### src/rtl/wb_dual_master_arbiter.sv
// rtl/wb_dual_master_arbiter.sv - round-robin, cycle-locked two-master Wishbone arbiter
// Optional stalled-slave watchdog is built when WB_ARB_TIMEOUT_EN is defined.
module wb_dual_master_arbiter #(
  parameter int AW             = 32,
  parameter int DW             = 32,
  parameter int TIMEOUT_CYCLES = 255
) (
  input  logic              wb_clk_i,
  input  logic              wb_rst_i,
  input  logic              m0_cyc_i,
  input  logic              m0_stb_i,
  input  logic              m0_we_i,
  input  logic [DW/8-1:0]   m0_sel_i,
  input  logic [AW-1:0]     m0_adr_i,
  input  logic [DW-1:0]     m0_dat_i,
  output logic [DW-1:0]     m0_dat_o,
  output logic              m0_ack_o,
  input  logic              m1_cyc_i,
  input  logic              m1_stb_i,
  input  logic              m1_we_i,
  input  logic [DW/8-1:0]   m1_sel_i,
  input  logic [AW-1:0]     m1_adr_i,
  input  logic [DW-1:0]     m1_dat_i,
  output logic [DW-1:0]     m1_dat_o,
  output logic              m1_ack_o,
  output logic              s_cyc_o,
  output logic              s_stb_o,
  output logic              s_we_o,
  output logic [DW/8-1:0]   s_sel_o,
  output logic [AW-1:0]     s_adr_o,
  output logic [DW-1:0]     s_dat_o,
  input  logic [DW-1:0]     s_dat_i,
  input  logic              s_ack_i,
  output logic [1:0]        grant_o,
  output logic              timeout_o
);

  localparam logic [1:0] ST_IDLE = 2'd0;
  localparam logic [1:0] ST_GNT0 = 2'd1;
  localparam logic [1:0] ST_GNT1 = 2'd2;

  if (TIMEOUT_CYCLES < 1 || TIMEOUT_CYCLES > 65535) begin : g_bad_timeout
    $error("TIMEOUT_CYCLES must be within 1..65535");
  end

  logic [1:0]    r_state;
  logic [1:0]    w_next;
  logic          r_last;
  logic          w_req0;
  logic          w_req1;
  logic          w_own0;
  logic          w_own1;
  logic          w_own_stb;
  logic          w_tmo_fire;
  logic          w_resp_ack;
  logic [DW-1:0] w_resp_dat;

  assign w_req0    = m0_cyc_i & m0_stb_i;
  assign w_req1    = m1_cyc_i & m1_stb_i;
  assign w_own0    = (r_state == ST_GNT0);
  assign w_own1    = (r_state == ST_GNT1);
  assign w_own_stb = (w_own0 & m0_stb_i) | (w_own1 & m1_stb_i);

  // r_last = 1 means m1 owned the bus last, so m0 wins the next tie.
  always_comb begin
    w_next = r_state;
    case (r_state)
      ST_IDLE: begin
        if (w_req0 && (!w_req1 || r_last)) w_next = ST_GNT0;
        else if (w_req1)                   w_next = ST_GNT1;
      end
      ST_GNT0: if (!m0_cyc_i) w_next = ST_IDLE;
      ST_GNT1: if (!m1_cyc_i) w_next = ST_IDLE;
      default: w_next = ST_IDLE;
    endcase
  end

  always_ff @(posedge wb_clk_i or posedge wb_rst_i) begin
    if (wb_rst_i) begin
      r_state <= ST_IDLE;
      r_last  <= 1'b1;
    end else begin
      r_state <= w_next;
      if (w_own0 && !m0_cyc_i) r_last <= 1'b0;
      if (w_own1 && !m1_cyc_i) r_last <= 1'b1;
    end
  end

  assign grant_o = {w_own1, w_own0};

  always_comb begin
    s_cyc_o = 1'b0;
    s_stb_o = 1'b0;
    s_we_o  = 1'b0;
    s_sel_o = '0;
    s_adr_o = '0;
    s_dat_o = '0;
    if (w_own0) begin
      s_cyc_o = m0_cyc_i;
      s_stb_o = m0_stb_i;
      s_we_o  = m0_we_i;
      s_sel_o = m0_sel_i;
      s_adr_o = m0_adr_i;
      s_dat_o = m0_dat_i;
    end else if (w_own1) begin
      s_cyc_o = m1_cyc_i;
      s_stb_o = m1_stb_i;
      s_we_o  = m1_we_i;
      s_sel_o = m1_sel_i;
      s_adr_o = m1_adr_i;
      s_dat_o = m1_dat_i;
    end
    if (w_tmo_fire) begin
      s_cyc_o = 1'b0;
      s_stb_o = 1'b0;
    end
  end

`ifdef WB_ARB_TIMEOUT_EN
  localparam logic [15:0]   LP_TMO  = 16'(TIMEOUT_CYCLES);
  localparam logic [DW-1:0] LP_DEAD = DW'(32'hDEAD_BEEF);

  logic [15:0] r_tmo_cnt;
  logic        r_timeout;

  // Fires only on a genuine stall cycle; the counter restarts while the grant is held.
  assign w_tmo_fire = w_own_stb & ~s_ack_i & (r_tmo_cnt == LP_TMO);
  assign w_resp_dat = w_tmo_fire ? LP_DEAD : s_dat_i;
  assign timeout_o  = r_timeout;

  always_ff @(posedge wb_clk_i or posedge wb_rst_i) begin
    if (wb_rst_i) begin
      r_tmo_cnt <= 16'd0;
      r_timeout <= 1'b0;
    end else begin
      if ((w_next != r_state) || s_ack_i || w_tmo_fire) r_tmo_cnt <= 16'd0;
      else if (w_own_stb)                               r_tmo_cnt <= r_tmo_cnt + 16'd1;
      if (w_tmo_fire) r_timeout <= 1'b1;
    end
  end
`else
  assign w_tmo_fire = 1'b0;
  assign w_resp_dat = s_dat_i;
  assign timeout_o  = 1'b0;
`endif

  // Acks seen while the owner's strobe is low are stray and dropped.
  assign w_resp_ack = (s_ack_i & w_own_stb) | w_tmo_fire;

  assign m0_ack_o = w_own0 & w_resp_ack;
  assign m1_ack_o = w_own1 & w_resp_ack;
  assign m0_dat_o = w_own0 ? w_resp_dat : '0;
  assign m1_dat_o = w_own1 ? w_resp_dat : '0;

endmodule

### config.mk
export PLATFORM = sky130hd
export DESIGN_NAME = wb_dual_master_arbiter
export DESIGN_NICKNAME = d
export VERILOG_FILES = /design/src/rtl/wb_dual_master_arbiter.sv
export SDC_FILE = /design/constraint.sdc
export NUM_CORES = 1
export LEC_CHECK = 0
export BUFFER_PORTS_ARGS = -buffer_cell sky130_fd_sc_hd__buf_2
export CAP_MARGIN = 20
export CORE_AREA = 2 2 122 124
export DETAILED_ROUTE_END_ITERATION = 10
export DIE_AREA = 0 0 124 126
export PLACE_DENSITY = 0.53
export SKIP_LAST_GASP = 1
export SYNTH_ARGS = -nofsm -noshare
export SYNTH_HDL_FRONTEND = slang
export SYNTH_SLANG_ARGS = --single-unit
### constraint.sdc
create_clock -name wb_clk_i -period 1.56 [get_ports wb_clk_i]
set_input_delay 0.312 -clock wb_clk_i [delete_from_list [all_inputs] [get_ports wb_clk_i]]
set_output_delay 0.312 -clock wb_clk_i [all_outputs]
set_load 0.01 [all_outputs]
# Yosys cells after proc, flatten, opt, wreduce, memory -nomap -nowiden
# Cells that the tools add are included.
totals:
  reg_bits: 3
  output_inout_bits: 140
  word_cells: 46
op_classes:
  n_eq_ne: 5
  muxes: 21
  bitwise_logic: 8
  reduce_logical: 10
ops:
  columns: ["cell", "count"]
  rows:
  - ["32-bit two-way mux", 6]
  - ["1-bit two-way mux", 8]
  - ["2-bit two-way mux", 4]
  - ["4-bit two-way mux", 2]
  - ["1-bit bitwise AND", 7]
  - ["2-bit one-hot mux with 3 select lines", 1]
  - ["2-bit inequality test (second input constant)", 2]
  - ["1-bit logical AND", 3]
  - ["1-bit zero test", 3]
  - ["3-bit inequality test (second input constant)", 1]
  - ["3-bit AND reduction", 1]
  - ["2-bit by 1-bit equality test with 1-bit output (second input constant)", 1]
  - ["2-bit equality test (second input constant)", 1]
  - ["2-bit zero test", 1]
  - ["2-bit nonzero test", 1]
  - ["1-bit logical OR", 1]
  - ["1-bit bitwise OR", 1]

# Logic depth before layout (Yosys ltp)
# Gate-level depths: netlist of the first run.
logic_depth:
  ltp_word: 6
  ltp_mapped: 5

# Worst setup path after synthesis of the first run
# OpenSTA, ideal clock, no wires.
synth_path:
  path_type: "register to output"
  from: "register r_state[0]"
  to: "output s_adr_o[0]"
  t_arrival_ns: 1.121
  required_ns: 1.248
  setup_slack_ns: 0.127
  path_stages_with_launch: 6
  path_cell_list: "dfrtp_1 buf_6 nor2b_4 buf_6 buf_6 a22o_1"
synth_via:
  elab_chain_cells: 3
  elab_cells_between_ends: 4
  cone_classes: "eq/ne: 2; mux: 2"
synth_lines:
  columns: ["element", "line", "source"]
  rows:
  - ["from (decl)", "46", "logic [1:0] r_state;"]
  - ["from (signal assigned)", "83", "r_state <= w_next;"]
  - ["2-bit equality test", "61", "assign w_own1 = (r_state == ST_GNT1);"]
  - ["32-bit two-way mux", "105", "end else if (w_own1) begin"]
  - ["32-bit two-way mux (*)", "98", "if (w_own0) begin"]
  - ["to (decl)", "30", "output logic [AW-1:0] s_adr_o,"]
# Every way passes the cells marked *; elsewhere a longest branch is shown, timed or not.

# Worst setup path in the final report of the first run
layout_path:
  from: "register r_state[0]"
  to: "output s_dat_o[28]"
layout_via:
  elab_chain_cells: 3
  elab_cells_between_ends: 4
  cone_classes: "eq/ne: 2; mux: 2"
layout_lines:
  columns: ["element", "line", "source"]
  rows:
  - ["2-bit equality test", "61", null]
  - ["32-bit two-way mux", "105", null]
  - ["32-bit two-way mux (*)", "98", null]
  - ["to (decl)", "31", "output logic [DW-1:0] s_dat_o,"]
# Marks and branches as above.

==> summary.txt, run 1 <==
Yosys
  – Largest cells by area after synthesis: a22o_1, and2_1, buf_6
  – Post-synth EDFFs: 0
  – Synthesized cell area: roughly 1500 µm²
  – Syn Inst Count: 182
  – Synth Register Bits: 3
  – Yosys cell types: 20
  – Main flop type after synthesis: dfrtp_1
  – Top post-synthesis cells by count: a22o_1, and2_1, buf_6
  – Top-count cell post-synth: a22o_1
  – Sequential area share after synthesis: 5.19%
  – Synth warn: 0
  – Yosys top cell area share: between 40% and 50%
  – Area leader, netlist: a22o_1
  – Async S/R FF share, synth: 100%
  – Syn Area/Cell: around 8 µm²
  – Synth Net Count: approximately 360

Timing
  – TNS Setup: -29.74 ns
  – Tcrit/Tclk final: 119%
  – Setup violators final: approximately 140
  – Worst Skew: between 0.0003 and 0.0004 ns
  – Max frequency: ~0.54 GHz
  – Setup slack after layout: -0.292 ns
  – RSZ-0062 raised after global routing: true
  – Final hold violations: 0
  – Max-slew violation total from the final report: 0
  – Final min period: roughly 1.9 ns

Global route
  – Overall Global Routing Usage: between 10 and 15%
  – Vias in the first global route: between 2000 and 3000
  – Initial antenna violation count: 0
  – Grt ovf: 0
  – Largest net degree at the start of global routing: 44
  – First-pass GRT wire length: 13500 µm

Flow run
  – Max cap viols: 0

Detailed routing
  – Residual DRC: 0
  – DR vias/cell: between 4 and 5
  – Routed wire length: roughly 12000 µm
  – Final ANT Viol Nets: 0
  – DR iter-0 viols: around 140
  – TritonRoute pass-1 iters: 4
  – Via count: 2796
  – Routed wire per std cell: about 17 µm

Worst setup path
  – Nature of the critical path startpoint: flip-flop
  – Crit path cell chain: nor2b_4, buf_12, buf_12, clkbuf_16, a22o_1, buf_2
  – Max incr delay on CP: just over 0.4 ns
  – Critical path's slowest cell: dfrtp_1
  – Worst-path fanout max: 6
  – FF-to-FF setup slack: between 0.3 and 0.4 ns
  – Crit. Startpoint: r_state[0]
  – Req. time, crit path: ~1.3 ns
  – Critical path's most frequent cell: buf_12
  – Crit Path Class: reg -> out
  – Reg2reg start: r_state[0]
  – Crit path DAT: 1.54 ns
  – R2r worst-path depth: 4
  – Worst Setup EP: s_dat_o[28]
  – Worst Setup End Kind: primary output
  – Worst r2r dst: r_state[0]

Final layout
  – Share of layout cells above drive strength 1: between 70 and 80%
  – Nets: approximately 700
  – Number of diodes: 0
  – Synthesis-to-layout area growth: 158%
  – Post-route cell area: between 3000 and 4000 µm²
  – Non-Filler Instances: ~690

Power
  – Max IR drop VDD: ~0.30 mV
  – Power Dens Cells: ~580 nW/µm²
  – Post-route total power: 2210 µW
  – LEAKAGE: around 0.0023 µW

Clock tree
  – Clk_lat worst skew: approximately 0.22 ns
  – # H-tree levels: 1
  – Clock-pin slew on the worst setup and hold paths: ~0.03 ns
  – CTS Buf Count: 3
  – CTS tree: built
  – Clock buffer depth: 2
  – Clock Tree Root: clkbuf_16
  – Clock Sink Count: 3

Placed design
  – Worst slack, placed: -0.00997 ns
  – RePlAce Congestion: just over 0.8
  – Port Buffers: approximately 320
  – Post-DP Area: between 3000 and 4000 µm²
  – HPWL reported at the end of detailed placement: 8080 µm
  – Post-Place Cells: between 600 and 700

Floorplanning
  – Core area: 14300 µm²
  – Die area: 15600 µm²
  – Die span in y: between 100 and 150 µm
  – Initial Util: a little over 10%
  – Row count: 44
  – IO Pins: between 300 and 400
  – Die width: roughly 120 µm

Outcome
  – Status: complete, but fails checks
  – Failing checks: setup timing

Hold path
  – Hold crit path type: in -> reg
  – Hold path cells: 3
-- state kept, by name (all words and copies together), names as in the netlist --
name and count:
r_last 1, r_state 2
-- metal layers --
| metal | wire length, µm | vias to the layer above | track usage [%] |
|---|---|---|---|
| li1 | - | 1328 | - |
| met1 | 4850 | 1253 | 14.0 |
| met2 | 5650 | 206 | 19.9 |
| met3 | 1340 | 9 | 2.36 |
| met4 | 147 | 0 | 2.45 |
| met5 | 0 | - | 0 |
-- kinds of logic (layout without fill, tap and decap cells) --
logic type | count (synthesis) | count (layout) | synth area share (%)
buffers and inverters | 28 | 353 | 16.7
and+or+nand+nor | 77 | 77 | 34.4
AOI/OAI and AO/OA | 72 | 72 | 42.8
DFF | 3 | 3 | 5.19
other | 1 | 1 | 0.255
muxes | 1 | 1 | 0.681
-- worst max-delay path, delay by kind of cell (launching register included) --
family / cells / cell delay [ns]
compound gates: 1 / 0.20
simple gates: 1 / 0.16
flops: 1 / 0.41
buf+inv: 4 / 0.53
-- cells in the final DEF (no fill, tap or decap), drive strengths merged, types with 2 or more instances in the layout --
cell / n
buf: 338
a22o: 71
and2: 64
clkbuf: 13
and4b: 3
nor2: 2
nor2b: 2
dfrtp: 2
nand2b: 2
-- per-stage QoR --
step                      utilization, %  hold slack, ns
after floorplan                        -          0.0649
after global placement              21.9           0.181
after detailed placement            21.9           0.182
after CTS                           23.2           0.383
after global routing                26.5           0.386
final                               26.5           0.380
-- final cells by class --
| cell class | instances | area, µm² |
|---|---|---|
| multi-input combinational | 151 | 1200 |
| inverter | 1 | 3.75 |
| tap | 184 | 230 |
| timing repair buffer | 348 | 2200 |
| fill | 1577 | 10500 |
| clock buffer | 4 | 78.8 |
| sequential | 3 | 76.3 |
-- worst min-delay path by stage --
stage / startpoint / endpoint / slack [ns]
after floorplan: wb_rst_i / r_state[0] / 0.06
after global placement: wb_rst_i / r_state[0] / 0.18
after detailed placement: wb_rst_i / r_state[0] / 0.18
after CTS: m0_cyc_i / r_state[0] / 0.38
after global routing: m0_cyc_i / r_state[0] / 0.39
final: m1_cyc_i / r_state[1] / 0.38
-- power breakdown --
part / leakage [µW] / internal, µW / switching (µW)
clock network: 0.0000382 / 337 / 72.2
logic: 0.00222 / 910 / 778
registers: 0.0000366 / 100 / 16.8
-- what timing repair did --
item                                   4_1_cts  5_1_grt
gates resized for setup                      5       30
setup endpoints to repair                  136      137
setup buffers                                4        5
cloned                                       2       14
endpoints found under the hold margin        2        0
pin swaps                                    0       32
hold buffers                                 1        0
Power figures use the tool's default switching activity.
==> inputs of run 2 (changes only) <==
==> constraint.sdc (replaced) <==
create_clock -name wb_clk_i -period 1.56 [get_ports wb_clk_i]
set_input_delay 0 -clock wb_clk_i [delete_from_list [all_inputs] [get_ports wb_clk_i]]
set_output_delay 0 -clock wb_clk_i [all_outputs]
set_load 0.01 [all_outputs]
==> run 2 against run 1 <==
Against the previous run:
- the run now ends clean
- routed wire length is 14% lower
- global-route usage is 0.16 points higher
- core utilization is 2.6 points lower
- worst setup slack better by 0.32 ns
- combinational power is 15% lower
- highest routed layer unchanged
- worst hold slack worse by 0.31 ns
- sequential power hardly changed
- clock power hardly changed
- first-iteration DRC count is 49% lower
- largest power group unchanged
- total power is 12% lower
- register-to-register slack better by 0.10 ns
- critical path type unchanged
==> summary.txt, run 2 (synthesis gave the netlist of run 1 again) <==
Final layout
  – Share of layout cells above drive strength 1: 69.3% (was 72.0%)
  – Max reg flops: 2 (unchanged)
  – Number of diodes: 0 (unchanged)
  – Most frequent cells in the layout: buf_2, a22o_1, and2_1 (unchanged)
  – Nets: 670 (was 685)
  – Synthesis-to-layout area growth: 132% (was 158%)
  – Most common cell after layout, fill and taps aside: buf_2 (unchanged)
  – Non-Filler Instances: 676 (was 691)
  – Leading registers by flop count: r_state (2), r_last (1) (unchanged)
  – Post-route cell area: 3410 µm² (was 3790 µm²)
  – Top reg by flops: r_state (unchanged)
  – # fillers: 1612 (was 1577)

Placed design
  – Post-Place Cells: 659 (was 661)
  – RePlAce Congestion: 0.821 (was 0.815)
  – HPWL reported at the end of detailed placement: 8030 µm (was 8080 µm)
  – Port Buffers: 315 (unchanged)
  – Post-DP Area: 3120 µm² (was 3140 µm²)

Detailed routing
  – Routed wire length: 10300 µm (was 12000 µm)
  – DR iter-0 viols: 70 (was 137)
  – Final ANT Viol Nets: 0 (unchanged)
  – TritonRoute pass-1 iters: 4 (unchanged)
  – Residual DRC: 0 (unchanged)
  – Via count: 2665 (was 2796)
  – Routed wire per std cell: 15.2 µm (was 17.3 µm)
  – DR vias/cell: 3.94 (was 4.05)

Worst setup path
  – Max incr delay on CP: 0.41 ns (about the same)
  – Critical path's slowest cell: dfrtp_1 (unchanged)
  – Crit Path Class: reg -> out (unchanged)
  – Crit path cell chain: nor2b_4, buf_4, buf_12, a22o_1, buf_2 (was nor2b_4, buf_12, buf_12, clkbuf_16, a22o_1, buf_2)
  – Crit path DAT: 1.53 ns (was 1.54 ns)
  – Req. time, crit path: 1.56 ns (was 1.25 ns)
  – Worst Setup End Kind: primary output (unchanged)
  – Worst-path fanout max: 14 (was 6)
  – Nature of the critical path startpoint: flip-flop (unchanged)

Hold path
  – Hold crit path type: in -> reg (unchanged)

Global route
  – Initial antenna violation count: 0 (unchanged)
  – First-pass GRT wire length: 13700 µm (was 13500 µm)
  – Vias in the first global route: 2525 (was 2565)
  – Grt ovf: 0 (unchanged)
  – Overall Global Routing Usage: 11.4% (was 11.3%)
  – Largest net degree at the start of global routing: 52 (was 44)

Floorplanning
  – IO Pins: 317 (unchanged)
  – Die area: 15600 µm² (unchanged)
  – Die span in y: 126 µm (unchanged)
  – Core area: 14300 µm² (unchanged)
  – Die width: 124 µm (unchanged)
  – Row count: 44 (unchanged)
  – Initial Util: 10.3% (unchanged)

Timing
  – Max frequency: 0.654 GHz (was 0.540 GHz)
  – Worst Skew: 0.00206 ns (was 0.000353 ns)
  – Setup violators final: 0 (was 138)
  – TNS Setup: 0 ns (was -29.74 ns)
  – Max-slew violation total from the final report: 0 (unchanged)
  – Final hold violations: 0 (unchanged)
  – Tcrit/Tclk final: 98.0% (was 119%)
  – Final min period: 1.53 ns (was 1.85 ns)
  – RSZ-0062 raised after global routing: true (unchanged)

Clock tree
  – Clock-pin slew on the worst setup and hold paths: 0.03 ns (about the same)
  – # H-tree levels: 1 (unchanged)
  – Clock Tree Root: clkbuf_16 (unchanged)
  – Clock Sink Count: 3 (unchanged)
  – CTS tree: built (unchanged)
  – CTS Buf Count: 3 (unchanged)
  – Clk_lat worst skew: 0.22 ns (about the same)
  – Clock buffer depth: 2 (unchanged)

Power
  – Max IR drop VDD: 0.342 mV (was 0.300 mV)
  – Seq pwr share: 6.0% (was 5.3%)
  – Sw frac: 39.5% (was 39.1%)
  – Pint: 1180 µW (was 1350 µW)
  – Gate power share: 73.2% (was 76.2%)
  – Power Dens Cells: 573 nW/µm² (was 584 nW/µm²)
  – Power share of the clock group: 20.8% (was 18.5%)
  – LEAKAGE: 0.00214 µW (was 0.00230 µW)
  – P_sw: 772 µW (was 867 µW)

Outcome
  – Status: complete, no violations (was complete, but fails checks)

Flow run
  – Max cap viols: 0 (unchanged)
-- run 2: changes by cell type in the layout (fill, tap and decap cells not counted), sizes merged --
cell / before / now
clkbuf: 13 / 5
bufbuf: 0 / 1
buf: 338 / 330
-- run 2: final timing paths --
kind	start	endpoint	slack, ns	depth (start not counted)
setup reg to reg	r_state[0]	r_state[0]	0.43	3
setup / recovery	r_state[0]	s_dat_o[9]	0.03	5
min in group asynchronous	wb_rst_i	r_state[1]	0.21	3
hold / removal	m1_stb_i	r_state[1]	0.07	3
hold reg to reg	r_last	r_last	0.57	1
max in group asynchronous	wb_rst_i	r_last	1.13	3
-- run 2: area by class of cell --
| type | instances | area, µm² | area share (%) |
|---|---|---|---|
| inverters | 1 | 3.75 | 0.110 |
| flip-flops and latches | 3 | 77.6 | 2.27 |
| repair buffers | 333 | 1860 | 54.4 |
| clock buffers | 4 | 78.8 | 2.31 |
| well taps | 184 | 230 | 6.74 |
| multi-input cells | 151 | 1170 | 34.2 |
-- run 2: power groups by stage --
stage / logic, µW / clock network [µW] / registers, µW
after detailed placement: 1290 / 0 / 122
after global placement: 1300 / 0 / 120
final: 1430 / 407 / 118
after global routing: 1560 / 423 / 121
after CTS: 1430 / 413 / 118
after floorplan: 738 / 0 / 108
-- run 2: stage by stage --
stage | worst slack, ns | utilization, % | power, µW | hold slack (ns)
finish | 0.0310 | 23.8 | 1960 | 0.0673
global route | -0.0513 | 23.8 | 2110 | 0.0964
CTS | 0.00368 | 23.6 | 1960 | 0.0674
detailed placement | 0.0956 | 21.8 | 1410 | -0.123
global placement | 0.121 | 21.8 | 1420 | -0.131
floorplan | 0.439 | - | 847 | -0.247
-- run 2: repair_timing --
item,in CTS,in global routing
resized for setup,2,6
cloned,4,1
pin swaps,0,1
endpoints found under the hold margin,3,0
hold buffers,1,0
buffers inserted,6,2
endpoints found under the setup margin,57,57
-- run 2: layer usage --
metal  global-route usage (%)  part of all wire [%]
met5                        0                     0
met4                     1.52                  0.43
met2                     20.4                    47
met1                     14.7                    43
met3                     1.86                   9.7
-- run 2: worst max-delay path: cells and delay by family, from the launching register on --
kind,cells,cell delay (ns)
AOI/OAI and AO/OA,1,0.29
buffers and inverters,3,0.44
and+or+nand+nor,1,0.16
DFF,1,0.41
